### src/rtl/wb_src_arbiter.sv
// Round-robin arbiter and sequencer for the 3-input writeback source mux.
// Grants one producer, registers its word and strobes wr_en/ack for one cycle.
module wb_src_arbiter #(
    parameter int DATA_W = 32,
    parameter int N_SRC  = 3
) (
    input  logic              clk,
    input  logic              reset,
    input  logic [2:0]        req,
    input  logic              busy,
    input  logic [DATA_W-1:0] data_0,
    input  logic [DATA_W-1:0] data_1,
    input  logic [DATA_W-1:0] data_2,
    output logic [2:0]        selector,
    output logic [DATA_W-1:0] data_out,
    output logic              wr_en,
    output logic [2:0]        ack,
    output logic [1:0]        grant_idx
);

    typedef enum logic [1:0] {
        IDLE  = 2'd0,
        GRANT = 2'd1,
        WRITE = 2'd2
    } state_t;

    state_t            state_q, state_d;
    logic [1:0]        ptr_q, ptr_d;
    logic [2:0]        sel_d;
    logic [1:0]        gidx_d;
    logic [DATA_W-1:0] dout_d;
    logic              wr_d;
    logic [2:0]        ack_d;

    logic              hit_idle, hit_wr;
    logic [1:0]        pick_idle, pick_wr;
    logic [1:0]        ptr_nxt;
    logic [2:0]        gmask;
    logic [DATA_W-1:0] mux_word;

    // Scan r starting at p, wrapping modulo 3; returns {found, index}.
    function automatic logic [2:0] rr_pick(input logic [2:0] r,
                                           input logic [1:0] p);
        logic       found;
        logic [1:0] idx;
        int         j;
        found = 1'b0;
        idx   = 2'd0;
        for (int i = 0; i < N_SRC; i++) begin
            j = int'(p) + i;
            if (j >= N_SRC) j = j - N_SRC;
            if (!found && r[j]) begin
                found = 1'b1;
                idx   = 2'(j);
            end
        end
        return {found, idx};
    endfunction

    function automatic logic [1:0] wrap_inc(input logic [1:0] g);
        return (g == 2'd2) ? 2'd0 : g + 2'd1;
    endfunction

    function automatic logic [2:0] onehot(input logic [1:0] g);
        logic [2:0] m;
        m = 3'b000;
        m[g] = 1'b1;
        return m;
    endfunction

    assign ptr_nxt = wrap_inc(grant_idx);
    assign gmask   = onehot(grant_idx);

    // The just-acked source is masked so a lingering req is not re-served.
    assign {hit_idle, pick_idle} = rr_pick(req, ptr_q);
    assign {hit_wr, pick_wr}     = rr_pick(req & ~gmask, ptr_nxt);

    always_comb begin
        mux_word = '0;
        unique case (grant_idx)
            2'd0:    mux_word = data_0;
            2'd1:    mux_word = data_1;
            2'd2:    mux_word = data_2;
            default: mux_word = '0;
        endcase
    end

    always_comb begin
        state_d = state_q;
        ptr_d   = ptr_q;
        sel_d   = selector;
        gidx_d  = grant_idx;
        dout_d  = data_out;
        wr_d    = 1'b0;
        ack_d   = 3'b000;
        unique case (state_q)
            IDLE: begin
                if (hit_idle && !busy) begin
                    gidx_d  = pick_idle;
                    sel_d   = {1'b0, pick_idle};
                    state_d = GRANT;
                end
            end
            GRANT: begin
                if (!req[grant_idx]) begin
                    state_d = IDLE;
                end else if (!busy) begin
                    dout_d  = mux_word;
                    wr_d    = 1'b1;
                    ack_d   = gmask;
                    state_d = WRITE;
                end
            end
            WRITE: begin
                ptr_d = ptr_nxt;
                if (hit_wr && !busy) begin
                    gidx_d  = pick_wr;
                    sel_d   = {1'b0, pick_wr};
                    state_d = GRANT;
                end else begin
                    state_d = IDLE;
                end
            end
            default: state_d = IDLE;
        endcase
    end

    always_ff @(posedge clk or posedge reset) begin
        if (reset) begin
            state_q   <= IDLE;
            ptr_q     <= 2'd0;
            selector  <= 3'b000;
            grant_idx <= 2'd0;
            data_out  <= '0;
            wr_en     <= 1'b0;
            ack       <= 3'b000;
        end else begin
            state_q   <= state_d;
            ptr_q     <= ptr_d;
            selector  <= sel_d;
            grant_idx <= gidx_d;
            data_out  <= dout_d;
            wr_en     <= wr_d;
            ack       <= ack_d;
        end
    end

endmodule

### config.mk
export PLATFORM = sky130hd
export DESIGN_NAME = wb_src_arbiter
export DESIGN_NICKNAME = d
export VERILOG_FILES = /design/src/rtl/wb_src_arbiter.sv
export SDC_FILE = /design/constraint.sdc
export NUM_CORES = 1
export LEC_CHECK = 0
export BUFFER_PORTS_ARGS = -buffer_cell sky130_fd_sc_hd__buf_2
export CORE_MARGIN = 2
export CORE_UTILIZATION = 34
export DETAILED_ROUTE_END_ITERATION = 10
export PLACE_DENSITY = 0.68
export SYNTH_ARGS = -nofsm -noshare
export SYNTH_HDL_FRONTEND = slang
export SYNTH_SLANG_ARGS = --single-unit
### constraint.sdc
create_clock -name clk -period 2 [get_ports clk]
set_input_delay 0.2 -clock clk [delete_from_list [all_inputs] [get_ports clk]]
set_output_delay 0.2 -clock clk [all_outputs]
set_load 0.005 [all_outputs]
Word level (Yosys, flattened, before mapping) --
Index checks and enable logic that the tools add are counted.
Word-level totals: bits in registers 45
Operators by class: add/sub/neg operators 11, order comparisons 14, equal/unequal tests 7, muxes and demuxes 59, bitwise logic cells 3, reduce and logical (&&, ||, !) cells 18
Operators with widths (number):
- less-than comparator 32 x 4 -> 1 bit (second input constant) | 6
- two-way mux 32 bit | 6
- one-hot mux 32 bit (3 select lines) | 1
- two-way mux 1 bit | 24
- two-way mux 2 bit | 12
- subtractor 3 x 2 -> 4 bit (second input constant) | 4
- two-way mux 3 bit | 5
- binary-select mux 1 bit (select 2 bit) | 7
- >= comparator 3 x 2 -> 1 bit (second input constant) | 4
- logical AND 1 bit | 7
- adder 2 x 1 -> 3 bit (second input constant) | 2
- adder 2 x 2 -> 3 bit (second input constant) | 2
- one-hot mux 2 bit (3 select lines) | 1
- one-hot mux 3 bit (2 select lines) | 1
- AND reduction 3 bit | 2
- subtractor 2 x 2 -> 3 bit (second input constant) | 2
- zero test 1 bit | 5
- == test 2 x 1 -> 1 bit (second input constant) | 2
- == test 2 bit (second input constant) | 2
- >= comparator 2 bit (second input constant) | 2
- zero test 2 bit | 2
- != test 2 bit (second input constant) | 2
- one-hot mux 2 bit (2 select lines) | 1
- bitwise AND 3 bit | 1
- 9 further kinds | 9

Depth between registers and ports, before layout --
depth after elaboration 19, mapped depth 7

Worst setup path before layout --
No wires, ideal clock.
path kind reg2reg, from register ptr_q[0], to register selector[1], setup time 0.125 ns, arrival time 1.825 ns, data required time 1.875 ns, setup slack 0.050 ns, stages on the path, launching flop included 8, clock period less this slack 1.950 ns, cell sequence dfrtp_1 inv_1 ha_1 nand2b_1 a21oi_1 a311o_1 o211a_1 mux2_4
On the way: longest elaborated chain between the ends 15, elaborated cells between the ends (all ways) 35, classes of those cells 5 x add/sub; 3 x order compare; 1 x eq/ne; 20 x mux; 6 x reduce/logical
RTL lines:
- start, declared | line 28 | logic [1:0] ptr_q, ptr_d;
- start signal, assigned | line 139 | ptr_q <= ptr_d;
- parallel branches: the longest is 15 deep, another holds subtractor 3 x 2 -> 4 bit
- end signal, assigned | line 140 | selector <= sel_d;
- end, declared | line 14 | output logic [2:0] selector,
Parallel ways; which one is timed is not known. The select of a mux whose other input is x is not followed. A chain may end at the register's enable or synchronous reset.

Final worst setup path --
Same ends and word-level chain as after synthesis.

==> summary.txt <==
final hold violations -> 0
hold wc startpoint -> busy
vias per inst -> 4.82
total CTS buffers -> 5
Port Buffers -> 141
CTS tree -> built
first-pass GRT wire length -> 10.6 mm
CP Buf/Inv Count -> 1
startpoint types -> flip-flop
fraction of layout instances using a drive strength above 1 -> 43.9%
H-tree levels -> 2
power per cell area -> 1260 mW/mm²
Top delay family on crit path -> compound AO/OA/AOI/OAI gates
final setup vio count -> 0
Worst Path Arrival -> 2.14 ns
Final #Nets -> 504
# diodes -> 0
Max-cap violations -> 0
vias -> 2400
Syn Inst Count -> 257
LEAKAGE -> 1.74 nW
Final Critical Period -> 1.96 ns
GP Congestion -> 0.800
final core occ -> 48.3%
worst rel slew slack -> 58.1%
Slowest cell on crit path -> dfrtp_1
Root Driver -> clkbuf_8
HPWL Detailed -> 5.21 mm
DRC viols -> 0
Crit path required time -> 2.18 ns
Tot GR Track Use -> 15.7%
fmax -> 511 MHz
clk slew on worst S/H paths -> 0.08 ns
P&R area growth vs syn -> 36.6%
Fillers -> 705
initial antenna violation count -> 0
clock sink total -> 42
effective utilization at floorplan -> 35.3%
Die X -> 91.3 µm
Tot Pwr -> 4.46 mW
Iter 0 DRT Violations -> 112
largest net degree at the start of global routing -> 34
Mapped Avg Cell Area -> 10.1 µm²
Setup CP Type -> flip-flop to flip-flop
Hold Path Class -> input port to flip-flop
Core ar. -> 0.00733 mm²
sequential fraction of the synthesis area -> 40.6%
Routed Antenna Nets -> 0
CP cell instances -> buf_4, ha_1, nand3b_1, o21ai_1, a211o_1, o211a_1, mux2_4
Max Slew Vio Count -> 0
GR Overflow Total -> 0
Fin Setup TNS -> 0 ns
status -> finished, final reports clean
most common cell after layout, fill and taps aside -> buf_2
die height -> 91.3 µm
Crit. End Element -> flip-flop
syn_nets -> 363
final worst-path cycle share -> 97.9%
Critical Path Start -> ptr_q[0]
Slew @ Worst Pin -> 0.628 ns
Yosys warning count -> 0
Unique masters post-synth -> 37
max incr delay on CP -> 0.39 ns
Peak VDD IR -> 0.565 mV
final wirelength -> 6.65 mm
Yosys reg bits -> 42
routed length per instance -> 13.3 µm
vias in the first global route -> 2250
cell count after placement -> 488
Clock Path Buffers -> 2
CP Max Fanout -> 4
DIE AREA -> 0.00833 mm²
row count -> 31
Post-Layout Cell Count -> 498
Post-Syn Area -> 0.00259 mm²
most frequent cells in the layout -> 141 x buf_2, 41 x dfrtp_1, 38 x nand2_1
Setup Skew -> 0.00429 ns
# IOs -> 143
DRT Pass-1 Iters -> 4
reg2reg start -> ptr_q[0]
worst skew pair latency -> 0.29 ns
## path summary, 6_finish.rpt
| kind | end | slack [ns] | cells after the start |
|---|---|---|---|
| hold reg to reg | data_out[27] | 0.48 | 1 |
| setup reg to reg | selector[1] | 0.04 | 7 |
| hold / removal | state_q[1] | 0.17 | 2 |
| setup / recovery | selector[1] | 0.04 | 7 |
| min in group asynchronous | data_out[16] | 0.53 | 3 |
| max in group asynchronous | data_out[25] | 0.84 | 4 |
## synth_stat cells
master,number,area [µm²]
buf_2,4,20.0
buf_4,4,30.0
nor2_4,1,11.3
nand3_2,1,10.0
nand3b_1,1,7.51
nor2_1,4,15.0
mux2i_1,35,350
o31ai_1,2,15.0
mux2_1,28,315
a311o_1,1,10.0
a31oi_1,1,6.26
and3_1,1,6.26
a211oi_1,2,15.0
nor2b_1,2,12.5
o21a_1,1,7.51
dfrtp_1,42,1050
a21oi_1,3,15.0
inv_1,8,30.0
nor3_1,2,10.0
a211o_1,2,17.5
mux2_4,1,15.0
mux2_2,5,56.3
a41o_1,1,10.0
a311oi_1,1,8.76
nand4_1,1,6.26
clkbuf_1,9,33.8
o22ai_2,1,12.5
conb_1,1,3.75
o21ai_0,34,170
nand2b_1,5,31.3
o22ai_1,5,31.3
buf_6,3,33.8
ha_1,4,50.1
nand2_1,38,143
nor4_1,1,6.26
o2111a_1,1,11.3
o211a_1,1,10.0
## worst register-to-register path: stages, from the launching register on
cell and delay (ns):
dfrtp_1 0.39, buf_4 0.15, ha_1 0.23, nand3b_1 0.13, o21ai_1 0.10, a211o_1 0.30
o211a_1 0.26, mux2_4 0.30
## layer usage
layer  track usage [%]  wire length (µm)  part of all wire [%]
met5                 0                 0                     0
met4              3.66                68                   1.0
met3              3.82               389                   5.9
met2              27.0              3400                    51
met1              20.0              2780                    42
## cell families (layout without fill, tap and decap cells)
group / count (synthesis) / count (layout) / share of synthesized area (%)
AOI/OAI and AO/OA: 56 / 56 / 13.1
adders and majority gates: 4 / 4 / 1.93
buffers and inverters: 28 / 170 / 5.70
DFF: 42 / 42 / 40.6
muxes: 69 / 69 / 28.5
other: 1 / 1 / 0.145
and+or+nand+nor: 57 / 57 / 10.0
## power by group
group | internal [mW] | leakage [nW] | switching, mW | total, mW
Sequential | 1.22 | 0.524 | 0.197 | 1.42
Combinational | 1.25 | 1.17 | 1.24 | 2.49
Clock | 0.278 | 0.0482 | 0.273 | 0.552
Total | 2.75 | 1.74 | 1.71 | 4.46
## timing repair
action / CTS / global route
setup buffers: 0 / 1
resized for setup: 2 / 3
endpoints found under the hold margin: 4 / 0
hold buffers: 1 / 0
setup endpoints to repair: 1 / 1
pin swaps: 0 / 1
## final cells by class
| type | count | area [µm²] | share of cell area (%) |
|---|---|---|---|
| tap | 99 | 124 | 3.50 |
| clock inverter | 1 | 5.00 | 0.141 |
| inverter | 8 | 30.0 | 0.849 |
| sequential | 42 | 1050 | 29.7 |
| timing repair buffer | 154 | 831 | 23.5 |
| clock buffer | 7 | 86.3 | 2.44 |
| multi-input combinational | 187 | 1410 | 39.8 |
## registers in the layout, indices dropped and copies added (netlist names)
register and cells:
data_out 32, ack 3, ptr_q 2, selector 2
state_q 2, wr_en 1
## through the flow
step                      instance area (µm²)  setup WS, ns  hold WS, ns
after detailed placement                 3410       -0.0178        0.317
after global routing                     3540     -0.000837        0.176
after global placement                   3410        0.0258        0.318
final                                    3540        0.0429        0.172
after floorplan                          2590        0.0503        0.266
after CTS                                3520       0.00863        0.170
No activity file was read; power rests on OpenSTA's default activity.
